**src/rtl/wb_spi_slave.sv**
```systemverilog
// wb_spi_slave: Wishbone SPI mode-0 slave with RX/TX byte FIFOs; define WB_SPI_SLAVE_IRQ_EN to build the interrupt logic
module wb_spi_slave #(
  parameter int         FIFO_DEPTH = 16,
  parameter logic [7:0] DUMMY_BYTE = 8'hFF
) (
  input  logic        clk_i,
  input  logic        rst_i,
  input  logic        wb_cyc_i,
  input  logic        wb_stb_i,
  input  logic        wb_we_i,
  input  logic [3:0]  wb_adr_i,
  input  logic [31:0] wb_dat_i,
  output logic [31:0] wb_dat_o,
  output logic        wb_ack_o,
  input  logic        spi_sck_i,
  input  logic        spi_cs_ni,
  input  logic        spi_mosi_i,
  output logic        spi_miso_o,
  output logic        spi_miso_oe_o,
  output logic        irq_o
);
  localparam int AW = $clog2(FIFO_DEPTH);
  typedef enum logic [1:0] {IDLE, LOAD, SHIFT} state_t;
  logic [2:0] sck_q, cs_q;
  logic [1:0] mosi_q;
  logic sck_rise, cs_fall, cs_rise, cs_sync, mosi;
  state_t state, state_n;
  logic [2:0] bit_cnt;
  logic [6:0] rx_shift;
  logic [7:0] tx_shift, rx_byte_in, rx_head;
  logic tx_load, rx_push, shift_en;
  logic [7:0] rx_mem [FIFO_DEPTH];
  logic [7:0] tx_mem [FIFO_DEPTH];
  logic [AW:0] rx_wp, rx_rp, tx_wp, tx_rp, rx_cnt, tx_cnt;
  logic rx_empty, rx_full, tx_empty, tx_full;
  logic req, wr, rd, data_wr, data_rd, ctrl_wr, rx_flush, tx_flush;
  logic tx_push, tx_pop, rx_wr, rx_pop, rx_overrun, tx_underrun;
  logic [31:0] status, rd_data;
  logic [3:0] irq_en, irq_stat;
  logic unused;
  assign unused = ^{wb_adr_i[1:0], wb_dat_i[31:10]};
  // CS flops reset to deselected so no spurious edge or MISO drive follows reset
  always_ff @(posedge clk_i or posedge rst_i)
    if (rst_i) begin
      sck_q <= 3'b000;
      cs_q <= 3'b111;
      mosi_q <= 2'b00;
    end else begin
      sck_q <= {sck_q[1:0], spi_sck_i};
      cs_q <= {cs_q[1:0], spi_cs_ni};
      mosi_q <= {mosi_q[0], spi_mosi_i};
    end
  assign cs_sync = cs_q[1];
  assign mosi = mosi_q[1];
  assign sck_rise = sck_q[1] & ~sck_q[2];
  assign cs_fall = ~cs_q[1] & cs_q[2];
  assign cs_rise = cs_q[1] & ~cs_q[2];
  always_ff @(posedge clk_i or posedge rst_i)
    if (rst_i) state <= IDLE;
    else state <= state_n;
  always_comb begin
    state_n = state;
    tx_load = 1'b0;
    rx_push = 1'b0;
    if (cs_rise) state_n = IDLE;
    else begin
      case (state)
        IDLE:    state_n = cs_fall ? LOAD : IDLE;
        LOAD:    begin
          tx_load = 1'b1;
          state_n = SHIFT;
        end
        SHIFT:   begin
          rx_push = sck_rise && bit_cnt == 3'd7;
          tx_load = sck_rise && bit_cnt == 3'd7;
        end
        default: state_n = IDLE;
      endcase
    end
  end
  assign shift_en = (state == SHIFT) & sck_rise & ~cs_rise;
  assign rx_byte_in = {rx_shift, mosi};
  always_ff @(posedge clk_i or posedge rst_i)
    if (rst_i) begin
      bit_cnt <= 3'd0;
      rx_shift <= 7'd0;
      tx_shift <= 8'd0;
    end else begin
      bit_cnt <= (state == LOAD) ? 3'd0 : shift_en ? bit_cnt + 3'd1 : bit_cnt;
      rx_shift <= shift_en ? rx_byte_in[6:0] : rx_shift;
      tx_shift <= tx_load ? (tx_empty ? DUMMY_BYTE : tx_mem[tx_rp[AW-1:0]]) :
                  shift_en ? {tx_shift[6:0], 1'b0} : tx_shift;
    end
  assign spi_miso_o = ~cs_sync & tx_shift[7];
  assign spi_miso_oe_o = ~cs_sync;
  assign req = wb_cyc_i & wb_stb_i & ~wb_ack_o;
  assign wr = req & wb_we_i;
  assign rd = req & ~wb_we_i;
  assign data_wr = wr & (wb_adr_i[3:2] == 2'd0);
  assign data_rd = rd & (wb_adr_i[3:2] == 2'd0);
  assign ctrl_wr = wr & (wb_adr_i[3:2] == 2'd2);
  assign rx_flush = ctrl_wr & wb_dat_i[8];
  assign tx_flush = ctrl_wr & wb_dat_i[9];
  assign rx_cnt = rx_wp - rx_rp;
  assign tx_cnt = tx_wp - tx_rp;
  assign rx_empty = rx_cnt == '0;
  assign tx_empty = tx_cnt == '0;
  assign rx_full = rx_cnt == (AW+1)'(FIFO_DEPTH);
  assign tx_full = tx_cnt == (AW+1)'(FIFO_DEPTH);
  assign tx_push = data_wr & ~tx_full;
  assign rx_pop = data_rd & ~rx_empty;
  assign tx_pop = tx_load & ~tx_empty;
  assign tx_underrun = tx_load & tx_empty;
  assign rx_wr = rx_push & ~rx_full;
  assign rx_overrun = rx_push & rx_full;
  always_ff @(posedge clk_i or posedge rst_i)
    if (rst_i) begin
      rx_wp <= '0;
      rx_rp <= '0;
      tx_wp <= '0;
      tx_rp <= '0;
    end else begin
      rx_wp <= rx_flush ? '0 : rx_wp + (AW+1)'(rx_wr);
      rx_rp <= rx_flush ? '0 : rx_rp + (AW+1)'(rx_pop);
      tx_wp <= tx_flush ? '0 : tx_wp + (AW+1)'(tx_push);
      tx_rp <= tx_flush ? '0 : tx_rp + (AW+1)'(tx_pop);
    end
  always_ff @(posedge clk_i) begin
    if (rx_wr) rx_mem[rx_wp[AW-1:0]] <= rx_byte_in;
    if (tx_push) tx_mem[tx_wp[AW-1:0]] <= wb_dat_i[7:0];
  end
  assign rx_head = rx_empty ? 8'd0 : rx_mem[rx_rp[AW-1:0]];
  assign status = {8'd0, 8'(tx_cnt), 8'(rx_cnt), 3'd0, ~cs_sync, tx_full, tx_empty, rx_full, rx_empty};
  assign rd_data = (wb_adr_i[3:2] == 2'd0) ? {24'd0, rx_head} :
                   (wb_adr_i[3:2] == 2'd1) ? status :
                   (wb_adr_i[3:2] == 2'd2) ? {28'd0, irq_en} : {28'd0, irq_stat};
  always_ff @(posedge clk_i or posedge rst_i)
    if (rst_i) begin
      wb_ack_o <= 1'b0;
      wb_dat_o <= '0;
    end else begin
      wb_ack_o <= req;
      wb_dat_o <= rd ? rd_data : '0;
    end
`ifdef WB_SPI_SLAVE_IRQ_EN
  logic irq_wr;
  logic [3:0] irq_set;
  assign irq_wr = wr & (wb_adr_i[3:2] == 2'd3);
  assign irq_set = {cs_rise, tx_underrun, rx_overrun, rx_push};
  always_ff @(posedge clk_i or posedge rst_i)
    if (rst_i) begin
      irq_en <= 4'd0;
      irq_stat <= 4'd0;
      irq_o <= 1'b0;
    end else begin
      irq_en <= ctrl_wr ? wb_dat_i[3:0] : irq_en;
      irq_stat <= (irq_stat & ~(irq_wr ? wb_dat_i[3:0] : 4'd0)) | irq_set;
      irq_o <= |(irq_stat & irq_en);
    end
`else
  assign irq_en = 4'd0;
  assign irq_stat = 4'd0;
  assign irq_o = 1'b0;
`endif
endmodule

```
**config.mk**
```make
export PLATFORM = sky130hd
export DESIGN_NAME = wb_spi_slave
export DESIGN_NICKNAME = d
export VERILOG_FILES = /design/src/rtl/wb_spi_slave.sv
export SDC_FILE = /design/constraint.sdc
export NUM_CORES = 1
export LEC_CHECK = 0
export CORE_ASPECT_RATIO = 0.8
export CORE_MARGIN = 2
export CORE_UTILIZATION = 52
export DETAILED_ROUTE_END_ITERATION = 7
export GPL_ROUTABILITY_DRIVEN = 0
export PLACE_DENSITY = 0.68
export REMOVE_ABC_BUFFERS = 1
export SLEW_MARGIN = 30
export SYNTH_ARGS = -nofsm -noshare
export SYNTH_HDL_FRONTEND = slang
export SYNTH_SLANG_ARGS = --single-unit
export TNS_END_PERCENT = 30
```
**constraint.sdc**
```tcl
create_clock -name clk_i -period 5.82 [get_ports clk_i]
set_clock_uncertainty 0.15 [all_clocks]
set_input_delay 1.164 -clock clk_i [delete_from_list [all_inputs] [get_ports clk_i]]
set_output_delay 1.164 -clock clk_i [all_outputs]
set_load 0.005 [all_outputs]
```
==> metrics.md <==
| Metric | Value |
|---|---|
| Util after Layout | `roughly 61%` |
| Most frequent cell after synthesis | `edfxtp_1` |
| RSZ-0062 raised after global routing | `false` |
| Cell Rows | `slightly above 50` |
| Cell mode on critical path | `ha_1` |
| Yosys synthesis warning count | `0` |
| Fill cells | `1770` |
| Combinational fraction of design power | `between 20% and 30%` |
| Final setup violation count | `0` |
| Area Growth Syn to Fin | `14.0%` |
| Worst setup EP type | `flip-flop` |
| Status | `finished, final reports clean` |
| Initial core utilization | `a little over half` |
| Setup TNS | `0 ps` |
| CP startpoint kind | `flip-flop` |
| I/O pin cnt | `80` |
| Design Area, Final | `approximately 0.015 sq mm` |
| Post-synthesis area per instance | `18.2 sq um` |
| Clock power frac | `about 31%` |
| Clk_lat worst skew | `550 ps` |
| Post-synth top area share | `58.8%` |
| CTS Buf Count | `31` |
| Final worst path period need | `between 4000 and 5000 ps` |
| Synth top area cells | `edfxtp_1, dfrtp_1, mux4_2` |
| CTS hold repair buffers | `0` |
| Post-route ant nets | `0` |
| P per Cell Area | `between 300 and 400 mW/mm^2` |
| Seq cells post-synth | `323` |
| Final hold vios | `0` |
| Hold path startpoint | `cs_q[0]` |
| Number of synthesized flops with an enable pin | `around 260` |
| Initial DRC Count | `701` |
| Switching Fraction | `between 20 and 30%` |
| Post-Syn Area | `about 0.013 sq mm` |
| Critical path, cell by cell | `inv_1 > ha_1 > fa_1 > nand2b_1 > a21oi_1 > xnor2_1 > o311ai_2 > inv_1 > ha_1 > ha_1 > nand3_1 > xor2_1 > nor2_1` |
| Max Cap Viol | `0` |
| Slew HR | `a little over a third` |
| Sequential Power Share | `between 40% and 50%` |
| Post-cts repair resize count | `0` |
| Reg-to-Reg End | `rx_rp[4]` |
| Place WS | `between 1500 and 2000 ps` |
| WP data arrival | `between 4000 and 5000 ps` |
| NetSw | `1.67 mW` |
| CTS tree | `done` |
| Final Power | `approximately 5.9 mW` |
| Detailed Place HPWL | `17400 um` |
| Initial antenna violation count | `0` |
| Root buf cell | `clkbuf_16` |
| Share of layout cells above drive strength 1 | `around a fifth` |
| Required @ worst endpoint | `6080 ps` |
| DIE HEIGHT | `146 um` |
| Crit path kind | `reg -> reg` |
| Routed len/inst | `between 20 and 25 um` |
| Post-CTS setup buffers | `0` |
| Clock-pin slew on the worst setup and hold paths | `approximately 60 ps` |
| I/O Buffers | `40` |
| Slowest CP cell | `o311ai_2` |
| Top cells by count, synth | `edfxtp_1, mux4_2, dfrtp_1` |
| Post-synth ARST share | `between 20% and 30%` |
| Clock sink total | `~320` |
| GRT Total Usage | `approximately a fifth` |
| Die footprint | `between 0.02 and 0.03 sq mm` |
| Reg2Reg Depth | `13` |
| H-tree Lvls | `1` |
| Post-synth top area cell | `edfxtp_1` |
| Worst R2R Start | `rx_wp[0]` |
| Synth unique cells | `49` |
| Worst VDD drop | `270 uV` |
| Static leakage | `between 5 and 6 nW` |
| Hold EP | `cs_q[1]` |
| Crit path from | `rx_wp[0]` |
| Fmax achieved | `~0.25 GHz` |
| Nets@finish | `between 800 and 900` |
| First-pass GRT wire length | `just over 40000 um` |
| Via Count | `between 6000 and 7000` |
| Hold/Removal Path Class | `reg -> reg` |
| Chip Width | `181 um` |
| Post-synth top flop | `edfxtp_1` |
| Hold depth | `0` |
| Via density | `about 6` |
| Total internal power | `~4.3 mW` |
| Clock tree buffer depth | `3` |
| Mapped Cells | `720` |
| Total core area | `between 0.02 and 0.025 sq mm` |
| Sequential share of the synthesized area | `between 70% and 80%` |
| Max FO, Critical Path | `8` |
| Largest net degree at the start of global routing | `68` |
| Reg-to-reg slack, setup | `1810 ps` |
| Iteration count of the initial detailed-routing pass | `5` |
| Final worst-path cycle share | `between 60% and 70%` |
| Slew Viols, Final | `0` |
| DRC errors left | `0` |
| CP peak stage delay | `between 800 and 900 ps` |
| Vias in the first global route | `slightly below 7000` |
| DP Area | `approximately 0.014 sq mm` |
| Post-Route WL | `about 27000 um` |
| Overflow after GRT | `0` |
| Fin worst setup slack | `between 1500 and 2000 ps` |
| Worst slew pin tran | `957 ps` |
## sequential cells by signal (all words and copies together), names as in the netlist, 2 cells and up
name / count
sck_q: 3
tx_wp: 5
rx_rp: 5
state: 2
tx_mem: 128
bit_cnt: 3
tx_rp: 5
cs_q: 3
rx_wp: 5
rx_shift: 7
mosi_q: 2
tx_shift: 8
rx_mem: 128
wb_dat_o: 18
## critical path: cells and delay by family, from the launching register on
kind / cells / cell delay [ps]
XOR/XNOR: 2 / 380
flip-flops: 1 / 540
AND/OR/NAND/NOR: 3 / 320
AO/OA/AOI/OAI: 2 / 1170
adder cells (fa/ha/maj): 4 / 1090
buffers and inverters: 2 / 230
## kinds of logic (layout without fill, tap and decap cells)
kind of cell	after synthesis	count (layout)	share of synthesized area, %
DFF	323	323	71.7
and+or+nand+nor	147	147	5.61
muxes	88	88	13.2
buffers and inverters	66	155	2.63
AOI/OAI and AO/OA	50	50	3.01
adders and majority gates	23	23	2.32
xor gates and xnor gates	22	22	1.53
other	1	16	0.0287
## how the worst max path moves through the flow
stage | end | slack (ps) | cells after the start
floorplan | rx_mem[0][0] | 1490 | 7
global placement | rx_mem[0][7] | 2000 | 9
global route | rx_rp[4] | 1610 | 13
finish | rx_rp[4] | 1810 | 13
detailed placement | rx_rp[4] | 1900 | 13
CTS | rx_rp[4] | 1870 | 13
## area by class of cell
class	instances	area, sq um	area share, %
Sequential cell	323	9370	62.9
Multi-Input combinational cell	345	3440	23.1
Clock buffer	49	863	5.79
Timing Repair Buffer	77	682	4.58
Tap cell	318	398	2.67
Inverter	21	78.8	0.529
Clock inverter	8	67.6	0.453
Antenna cell	1	2.50	0.0168
## metal layers
metal  wire length (um)  GRT usage [%]
met1              12500           32.4
met2              12300           30.7
met3               1710           3.78
met4                470           4.39
met5                  0              0
## per-stage QoR
step	hold WS (ps)	std cells
4_1_cts	208	1141
3_3_place_gp	184	1084
3_5_place_dp	193	1084
6_report	206	1142
5_1_grt	214	1141
2_1_floorplan	181	689
## cells in the final DEF, fill, tap and decap left out, drive strengths merged, types with 3 or more instances in the layout
| cell | synthesis | layout |
|---|---|---|
| ha | 21 | 21 |
| clkbuf | 11 | 49 |
| a221oi | 8 | 8 |
| a21oi | 12 | 12 |
| mux2i | 14 | 14 |
| a22oi | 9 | 9 |
| nand2 | 28 | 28 |
| dfrtp | 64 | 64 |
| buf | 34 | 37 |
| o311ai | 4 | 4 |
| clkdlybuf4s50 | 0 | 40 |
| mux4 | 67 | 67 |
| nand2b | 8 | 8 |
| nor3 | 19 | 19 |
| a22o | 7 | 7 |
| dfstp | 3 | 3 |
| nand3 | 11 | 11 |
| edfxtp | 256 | 256 |
| mux2 | 7 | 7 |
| xor2 | 12 | 12 |
| clkinv | 0 | 5 |
| conb | 1 | 15 |
| inv | 21 | 21 |
| and2 | 4 | 4 |
| nor2b | 14 | 14 |
| nor2 | 37 | 37 |
| xnor2 | 10 | 10 |
| nor4 | 15 | 15 |
## power by group through the flow
stage	Sequential (mW)	Clock [mW]	Combinational (mW)
after floorplan	2.86	0	0.834
after global placement	2.75	0	1.32
after detailed placement	2.77	0	1.35
after CTS	2.72	1.89	1.36
after global routing	2.74	1.98	1.46
final	2.72	1.86	1.35
(Power assumes the default switching activity.)
